--- src/rtl/spr_line_scan.sv ---
// spr_line_scan: per-scanline sprite attribute scanner.
//
// Walks sprite RAM one 4-byte record at a time, range-checks each sprite's
// vertical position against the latched target line and writes every hit
// into a compact per-line list consumed by the line-buffer renderer.
//
// Handshake: start is a single-cycle request that is honoured only in IDLE
// (it is ignored while busy and during the done cycle). busy is high from the
// cycle after an accepted start until the scan ends. done pulses for exactly
// one cycle with busy low. list_we is a one-cycle write strobe with no back
// pressure; list_addr/list_data are meaningful only while list_we is high.
//
// Ports:
//   pixel_clk        clock, rising edge
//   SPR_ROM_ADDR_RST asynchronous active-high reset
//   start, vline     scan request and target line (sampled on start)
//   flip             screen flip (used only when SPR_FLIP_EN is defined)
//   ram_addr, ram_d  sprite RAM byte address / read data (1-cycle latency)
//   list_we, list_addr, list_data   list write port
//   list_cnt, ovf    hits written / overflow, held until next start
//   busy, done       scan status
//
// Build option: define SPR_FLIP_EN to mirror row and hpos when flip was high
// on the start cycle.
//
// The current FSM state is available on the internal signal state_q for
// checker binding.

module spr_line_scan #(
  parameter int NUM_SPR      = 512,
  parameter int MAX_PER_LINE = 32,
  parameter int SPR_H        = 16
) (
  input  logic        pixel_clk,
  input  logic        SPR_ROM_ADDR_RST,
  input  logic        start,
  input  logic [7:0]  vline,
  input  logic        flip,
  output logic [10:0] ram_addr,
  input  logic [7:0]  ram_d,
  output logic        list_we,
  output logic [5:0]  list_addr,
  output logic [26:0] list_data,
  output logic [5:0]  list_cnt,
  output logic        busy,
  output logic        done,
  output logic        ovf
);

  typedef enum logic [2:0] {
    S_IDLE, S_F0, S_F1, S_F2, S_F3, S_EVAL, S_DONE
  } state_t;

  localparam logic [8:0] LAST_N  = 9'(NUM_SPR - 1);
  localparam logic [5:0] MAX_CNT = 6'(MAX_PER_LINE);
  localparam logic [7:0] SPR_H_B = 8'(SPR_H);

  state_t      state_q, state_d;
  logic [8:0]  n_q, n_d;
  logic [7:0]  vline_q, vline_d;
  logic [7:0]  idx_lo_q, idx_lo_d;
  logic [7:0]  xdat_q, xdat_d;
  logic [7:0]  hpos_lo_q, hpos_lo_d;
  logic [5:0]  cnt_q, cnt_d;
  logic        ovf_q, ovf_d;
  logic [1:0]  ram_off;

  // EVAL arithmetic; ram_d carries vpos (byte3) during EVAL.
  logic [7:0]  dy;
  logic        hit;
  logic [3:0]  row_out;
  logic [8:0]  hpos_raw, hpos_out;

  assign dy       = vline_q - ram_d;
  assign hit      = (dy < SPR_H_B);
  assign hpos_raw = {xdat_q[0], hpos_lo_q};

`ifdef SPR_FLIP_EN
  localparam logic [3:0] ROW_MAX = 4'(SPR_H - 1);
  logic flip_q, flip_d;

  assign row_out  = flip_q ? (ROW_MAX - dy[3:0]) : dy[3:0];
  assign hpos_out = flip_q ? (9'h1F0 - hpos_raw) : hpos_raw;
`else
  logic unused_flip;

  assign unused_flip = flip;
  assign row_out     = dy[3:0];
  assign hpos_out    = hpos_raw;
`endif

  always_ff @(posedge pixel_clk or posedge SPR_ROM_ADDR_RST) begin
    if (SPR_ROM_ADDR_RST) begin
      state_q   <= S_IDLE;
      n_q       <= '0;
      vline_q   <= '0;
      idx_lo_q  <= '0;
      xdat_q    <= '0;
      hpos_lo_q <= '0;
      cnt_q     <= '0;
      ovf_q     <= 1'b0;
`ifdef SPR_FLIP_EN
      flip_q    <= 1'b0;
`endif
    end else begin
      state_q   <= state_d;
      n_q       <= n_d;
      vline_q   <= vline_d;
      idx_lo_q  <= idx_lo_d;
      xdat_q    <= xdat_d;
      hpos_lo_q <= hpos_lo_d;
      cnt_q     <= cnt_d;
      ovf_q     <= ovf_d;
`ifdef SPR_FLIP_EN
      flip_q    <= flip_d;
`endif
    end
  end

  always_comb begin
    state_d   = state_q;
    n_d       = n_q;
    vline_d   = vline_q;
    idx_lo_d  = idx_lo_q;
    xdat_d    = xdat_q;
    hpos_lo_d = hpos_lo_q;
    cnt_d     = cnt_q;
    ovf_d     = ovf_q;
`ifdef SPR_FLIP_EN
    flip_d    = flip_q;
`endif
    ram_off   = 2'd0;
    list_we   = 1'b0;
    list_addr = '0;
    list_data = '0;
    busy      = 1'b0;
    done      = 1'b0;

    case (state_q)
      S_IDLE: begin
        if (start) begin
          vline_d = vline;
          cnt_d   = '0;
          ovf_d   = 1'b0;
          n_d     = '0;
`ifdef SPR_FLIP_EN
          flip_d  = flip;
`endif
          state_d = S_F0;
        end
      end
      S_F0: begin
        busy    = 1'b1;
        ram_off = 2'd0;
        state_d = S_F1;
      end
      // Each fetch state captures the byte addressed in the previous state.
      S_F1: begin
        busy     = 1'b1;
        ram_off  = 2'd1;
        idx_lo_d = ram_d;
        state_d  = S_F2;
      end
      S_F2: begin
        busy    = 1'b1;
        ram_off = 2'd2;
        xdat_d  = ram_d;
        state_d = S_F3;
      end
      S_F3: begin
        busy      = 1'b1;
        ram_off   = 2'd3;
        hpos_lo_d = ram_d;
        state_d   = S_EVAL;
      end
      S_EVAL: begin
        busy = 1'b1;
        if (hit && (cnt_q >= MAX_CNT)) begin
          // List full: flag and abandon the rest of the scan.
          ovf_d   = 1'b1;
          state_d = S_DONE;
        end else begin
          if (hit) begin
            list_we   = 1'b1;
            list_addr = cnt_q;
            list_data = {row_out, xdat_q[4:1], hpos_out, xdat_q[7:6], idx_lo_q};
            cnt_d     = cnt_q + 6'd1;
          end
          if (n_q == LAST_N) begin
            state_d = S_DONE;
          end else begin
            n_d     = n_q + 9'd1;
            state_d = S_F0;
          end
        end
      end
      S_DONE: begin
        done    = 1'b1;
        state_d = S_IDLE;
      end
      default: begin
        state_d = S_IDLE;
      end
    endcase
  end

  assign ram_addr = {n_q, ram_off};
  assign list_cnt = cnt_q;
  assign ovf      = ovf_q;

endmodule

--- config.mk ---
export PLATFORM = sky130hd
export DESIGN_NAME = spr_line_scan
export DESIGN_NICKNAME = d
export VERILOG_FILES = /design/src/rtl/spr_line_scan.sv
export SDC_FILE = /design/constraint.sdc
export NUM_CORES = 1
export LEC_CHECK = 0
export CAP_MARGIN = 20
export CORE_ASPECT_RATIO = 1.25
export CORE_MARGIN = 3
export CORE_UTILIZATION = 45
export DETAILED_ROUTE_END_ITERATION = 12
export GPL_TIMING_DRIVEN = 0
export PLACE_DENSITY_LB_ADDON = 0.05
export SLEW_MARGIN = 20
export SYNTH_ARGS = -nofsm -noshare
export SYNTH_HDL_FRONTEND = slang
export SYNTH_SLANG_ARGS = --single-unit
export TNS_END_PERCENT = 20
--- constraint.sdc ---
create_clock -name pixel_clk -period 2.75 [get_ports pixel_clk]
set_input_delay 0.4125 -clock pixel_clk [delete_from_list [all_inputs] [get_ports pixel_clk]]
set_output_delay 0.4125 -clock pixel_clk [all_outputs]
set_load 0.05 [all_outputs]
Word-level counts from Yosys, hierarchy flattened

Index checks and enable logic that the tools add are counted.

Output and inout bits: 54
Word-level logic and storage cells: 60
Register bits after elaboration: 51

Reductions and logical operators: 8
$add $sub $neg: 3
Equality and inequality tests: 12
Order comparisons: 2
Muxes and demuxes: 27

Operator list:

| kind                                                       | number |
|---|---|
| 2-to-1 mux 27 bit                                          | 3 |
| 2-to-1 mux 6 bit                                           | 6 |
| 2-to-1 mux 9 bit                                           | 3 |
| one-hot mux 3 bit (6 select lines)                         | 1 |
| one-hot mux 9 bit (2 select lines)                         | 1 |
| one-hot mux 6 bit (2 select lines)                         | 1 |
| inequality test 2 bit, second input constant               | 5 |
| adder 9 x 1 -> 9 bit, second input constant                | 1 |
| equality test 3 bit, second input constant                 | 3 |
| equality test 9 bit, second input constant                 | 1 |
| 2-to-1 mux 3 bit                                           | 3 |
| less-than comparator 8 x 5 -> 1 bit, second input constant | 1 |
| AND reduction 4 bit                                        | 2 |
| subtractor 8 bit                                           | 1 |
| 2-to-1 mux 1 bit                                           | 7 |
| adder 6 x 1 -> 6 bit, second input constant                | 1 |
| equality test 3 x 2 -> 1 bit, second input constant        | 2 |
| >= comparator 6 bit, second input constant                 | 1 |
| one-hot mux 2 bit (3 select lines)                         | 1 |
| OR reduction 5 bit                                         | 1 |
| equality test 3 x 1 -> 1 bit, second input constant        | 1 |
| zero test 3 bit                                            | 1 |
| AND reduction 3 bit                                        | 1 |
| one-hot mux 1 bit (2 select lines)                         | 1 |
| 3 further kinds                                            | 3 |

Depth between registers and ports, before layout

Depth after elaboration: 5
Mapped depth: 12
Mapped depth without buffers: 11

Worst setup path after synthesis

OpenSTA, ideal clock, no wires.

Path type: input port to output port
From: in ram_d[2]
To: out list_data[23]
Buffers on the path: 1
Stages: 9
Slack: -0.537 ns
Arrival: 2.874 ns
Cells stage by stage: inv_1 > ha_1 > o211ai_1 > a21o_1 > and3_4 > o32a_4 > nor4b_4 > buf_6 > nor2b_1

Longest elaborated chain between the ends: 5

Ends and longest elaborated chain:

| what                                                          | line     | source |
|---|---|---|
| start, declared                                               | 40       | `input logic [7:0] ram_d,` |
| subtractor 8 bit *                                            | 74       | `assign dy = vline_q - ram_d;` |
| less-than comparator 8 x 5 -> 1 bit *                         | 75       | `assign hit = (dy < SPR_H_B);` |
| 2-to-1 mux 27 bit / logical AND 1 bit (equally long branches) | 183, 178 |  |
| 2-to-1 mux 27 bit *                                           | 178      | `if (hit && (cnt_q >= MAX_CNT)) begin` |
| 2-to-1 mux 27 bit *                                           | 139      | `case (state_q)` |
| end, declared                                                 | 43       | `output logic [26:0] list_data,` |

Every way passes the cells marked *; elsewhere a longest branch is shown, timed or not.

Final worst setup path

From: reg vline_q[0]
To: out list_data[1]

Longest elaborated chain between the ends: 5

Ends and longest elaborated chain:

| what                                                          | line     | source |
|---|---|---|
| start, declared                                               | 60       | `logic [7:0] vline_q, vline_d;` |
| start signal, assigned                                        | 108      | `vline_q <= vline_d;` |
| subtractor 8 bit *                                            | 74       |  |
| less-than comparator 8 x 5 -> 1 bit *                         | 75       |  |
| 2-to-1 mux 27 bit / logical AND 1 bit (equally long branches) | 183, 178 |  |
| 2-to-1 mux 27 bit *                                           | 178      |  |
| 2-to-1 mux 27 bit *                                           | 139      |  |

Marked as above.

==> results.sh <==
export IMPL_synth_cell_types=57
export IMPL_cp_data_arrival_time_ns=2.96
export IMPL_drcViolationCount=0
export IMPL_antenna_found_initial=0
export IMPL_synthTopCellsByArea="dfrtp_1, and2_1, nand2_1"
export IMPL_crit_path_max_fanout=5
export IMPL_ys_ff_latch=50
export IMPL_clock_latency_ns=0.31
export IMPL_cap_violations=0
export IMPL_grt_util_met1_pct=26.37
export IMPL_yosys_area_top_type_share_pct=43.12
export IMPL_yosys_warnings=0
export IMPL_fin_worst_hold_slack_ns=0.3873
export IMPL_synth_nets=340
export IMPL_endpoint_kind="output pin"
export IMPL_maxSlewViolCount=0
export IMPL_clk_root_buffer_cell="clkbuf_8"
export IMPL_grt_pass1_wl_microns=12250
export IMPL_ys_seq_area_share_pct=43.12
export IMPL_nNetsFinal=436
export IMPL_synth_edff_count=0
export IMPL_powerDensity_nw_per_um2=337.8
export IMPL_period_share_pct=122.7
export IMPL_htreeDepth=2
export IMPL_drtIter0Drc=83
export IMPL_path_delay_family="compound AO/OA/AOI/OAI gates"
export IMPL_setup_viol=43
export IMPL_power_frac_comb_pct=12.9
export IMPL_path_buf_inv=5
export IMPL_seq_power_share_pct=51.5
export IMPL_grt_usage_pct=21.20
export IMPL_synth_flop_cell="dfrtp_1"
export IMPL_p_clk_share_pct=35.6
export IMPL_required_ns=2.34
export IMPL_ant_nets=0
export IMPL_place_ws_ns=-1.675
export IMPL_slew_headroom_pct=62.94
export IMPL_grt_max_degree=28
export IMPL_fin_ws_ns=-0.6236
export IMPL_yosys_area_top_type="dfrtp_1"
export IMPL_p_int_mw=1.119
export IMPL_drt_pass1_iterations=4
export IMPL_hold_path_depth=2
export IMPL_fmaxAchievable_ghz=0.2964
export IMPL_cp_cell_sequence="inv_2 -> ha_4 -> inv_2 -> fa_2 -> a211o_1 -> a2111oi_4 -> nand3b_1 -> o21bai_4 -> nor4b_4 -> buf_4 -> buf_8 -> and2_2 -> buf_8"
export IMPL_crit_cells=13
export IMPL_numCtsBuffers=5
export IMPL_rows=32
export IMPL_synth_commonest_cells="nand2_1, dfrtp_1, and2_1"
export IMPL_vias=2512
export IMPL_core_sq_um=6206
export IMPL_clock_sinks=50
export IMPL_slowest_stage="dfrtp_1"
export IMPL_rsz0062_at_grt="yes"
export IMPL_holdCritPathClass="input pin to flip-flop"
export IMPL_grt_overflow=0
export IMPL_io_buffers=71
export IMPL_status="finished with violations"
export IMPL_min_to="idx_lo_q[4]"
export IMPL_hpwl_microns=5118
export IMPL_start_util_pct=46.75
export IMPL_rr_endpoint="n_q[5]"
export IMPL_cts_buffer_depth=2
export IMPL_crit_type="flip-flop to output pin"
export IMPL_dieArea_sq_um=7453
export IMPL_grt_util_met3_pct=3.090
export IMPL_via_per_inst=5.137
export IMPL_final_setup_skew_ns=0.008768
export IMPL_p_sw_mw=0.3929
export IMPL_syn2layout_area_growth_pct=54.25
export IMPL_hold_start="ram_d[4]"
export IMPL_worst_slew_pin_slew_ns=0.5550
export IMPL_crit_path_start_kind="flip-flop"
export IMPL_netlist_area_sq_um=2902
export IMPL_layout_min_cycle_time_ns=3.374
export IMPL_antenna_cells=0
export IMPL_gp_congestion=0.8174
export IMPL_yosysMostFrequentCell="nand2_1"
export IMPL_netlist_instances=307
export IMPL_dieWidth_microns=77.82
export IMPL_ys_async_sr_fraction_pct=100.0
export IMPL_leakagePower_nw=2.038
export IMPL_slowest_delay_ns=0.38
export IMPL_hold_viol=0
export IMPL_r2r_setup_slack_ns=-0.11
export IMPL_peakVddDrop_v=0.0002265
export IMPL_die_y_microns=95.78
export IMPL_ios=74
export IMPL_r2r_start="vline_q[0]"
export IMPL_clk_pin_slew_worst_paths_ns=0.10
export IMPL_reg2reg_depth=13
export IMPL_cts_tree="built"
export IMPL_syn_area_per_cell_sq_um=9.451
export IMPL_met2_usage_pct=38.21
export IMPL_grt_pass1_vias=2502
export IMPL_drive_gt1_share_pct=35.89
export IMPL_wirelength_microns=7687
export IMPL_switching_share_pct=25.99
export IMPL_wl_per_cell_microns=15.72
export IMPL_violations="setup timing"
export IMPL_gr_max_usage_layer="met2"
repair_timing:
item / in CTS / in global routing
hold endpoints to repair: 0 / 0
endpoints found under the setup margin: 52 / 50
buffers inserted: 8 / 6
resized for setup: 262 / 45
hold buffers: 0 / 0
pin swaps: 9 / 23
gates cloned: 2 / 1
how the worst max path moves through the flow:
| stage | end | startpoint | slack (ns) |
|---|---|---|---|
| global route | list_data[23] | vline_q[0] | -0.77 |
| floorplan | list_addr[0] | vline_q[0] | -0.09 |
| finish | list_data[1] | vline_q[0] | -0.62 |
| global placement | list_data[6] | ram_d[0] | -1.66 |
| CTS | list_data[23] | vline_q[0] | -0.70 |
| detailed placement | list_data[7] | ram_d[0] | -1.68 |
registers in the layout, indices dropped and copies added (netlist names):
signal and count:
hpos_lo_q 8, list_cnt 6, state_q 3, ovf 1
vline_q 8, n_q 9, idx_lo_q 8, xdat_q 7
placed cells by master, fill, tap and decap left out, drive strengths merged, types with 3 or more instances in the layout:
master	count
mux2	12
o31ai	3
nor4b	3
or3	3
clkdlybuf4s50	31
o21ai	14
clkbuf	19
inv	18
dlygate4sd2	3
a21oi	11
nor2	16
buf	54
dlymetal6s2s	3
mux2i	5
nand2b	5
and3	3
nand2	52
ha	12
nand3	9
and2	32
o211ai	3
dfrtp	50
nor3	4
cell families (layout without fill, tap and decap cells):
group           after synthesis  count (layout)  synth area share, %
simple gates                141             141                26.74
flops                        50              50                43.12
compound gates               47              47                11.38
buf+inv                      34             131                5.175
mux                          17              17                6.382
fa+ha+maj                    13              13                5.864
xor+xnor                      4               4                1.208
other cells                   1               1               0.1292
area by class of cell:
type | instances | area, sq um
fill | 484 | 1730
tap | 85 | 106.4
timing repair buffer | 89 | 1060
multi-input combinational | 223 | 1740
inverter | 17 | 63.81
clock buffer | 5 | 68.82
buffer | 17 | 141.4
clock inverter | 3 | 43.79
sequential | 50 | 1251
layer usage:
layer  wire (microns)  up-vias
met2             4351       54
met4              113        0
met1             2988     1225
met3              234       11
li1                 -     1222
met5                0        -
power groups by stage:
stage | registers (mW) | logic, mW | clock network, mW
global placement | 0.791 | 0.168 | 0
global route | 0.782 | 0.214 | 0.580
floorplan | 0.812 | 0.0858 | 0
detailed placement | 0.792 | 0.175 | 0
CTS | 0.778 | 0.181 | 0.556
finish | 0.778 | 0.195 | 0.538
worst reg2reg max path, stage by stage, from the launching register on:
cell,delay (ns)
dfrtp_1,0.38
inv_2,0.07
ha_4,0.12
inv_2,0.03
fa_2,0.35
a211o_1,0.33
a2111oi_4,0.30
nand3b_1,0.20
o21bai_4,0.16
buf_4,0.14
nor4b_4,0.05
buf_6,0.16
nor4b_2,0.28
mux2i_1,0.22
stage by stage:
step / util [%] / setup TNS [ns] / area, sq um / power (mW) / instances
finish: 72.12 / -19.46 / 4476 / 1.512 / 489
global route: 72.12 / -26.90 / 4476 / 1.576 / 489
global placement: 62.20 / -60.87 / 3860 / 0.9590 / 463
detailed placement: 62.52 / -62.39 / 3880 / 0.9678 / 464
floorplan: - / -2.624 / 3043 / 0.8978 / 307
CTS: 68.10 / -22.09 / 4227 / 1.515 / 482
No activity file was read; power rests on OpenSTA's default activity.
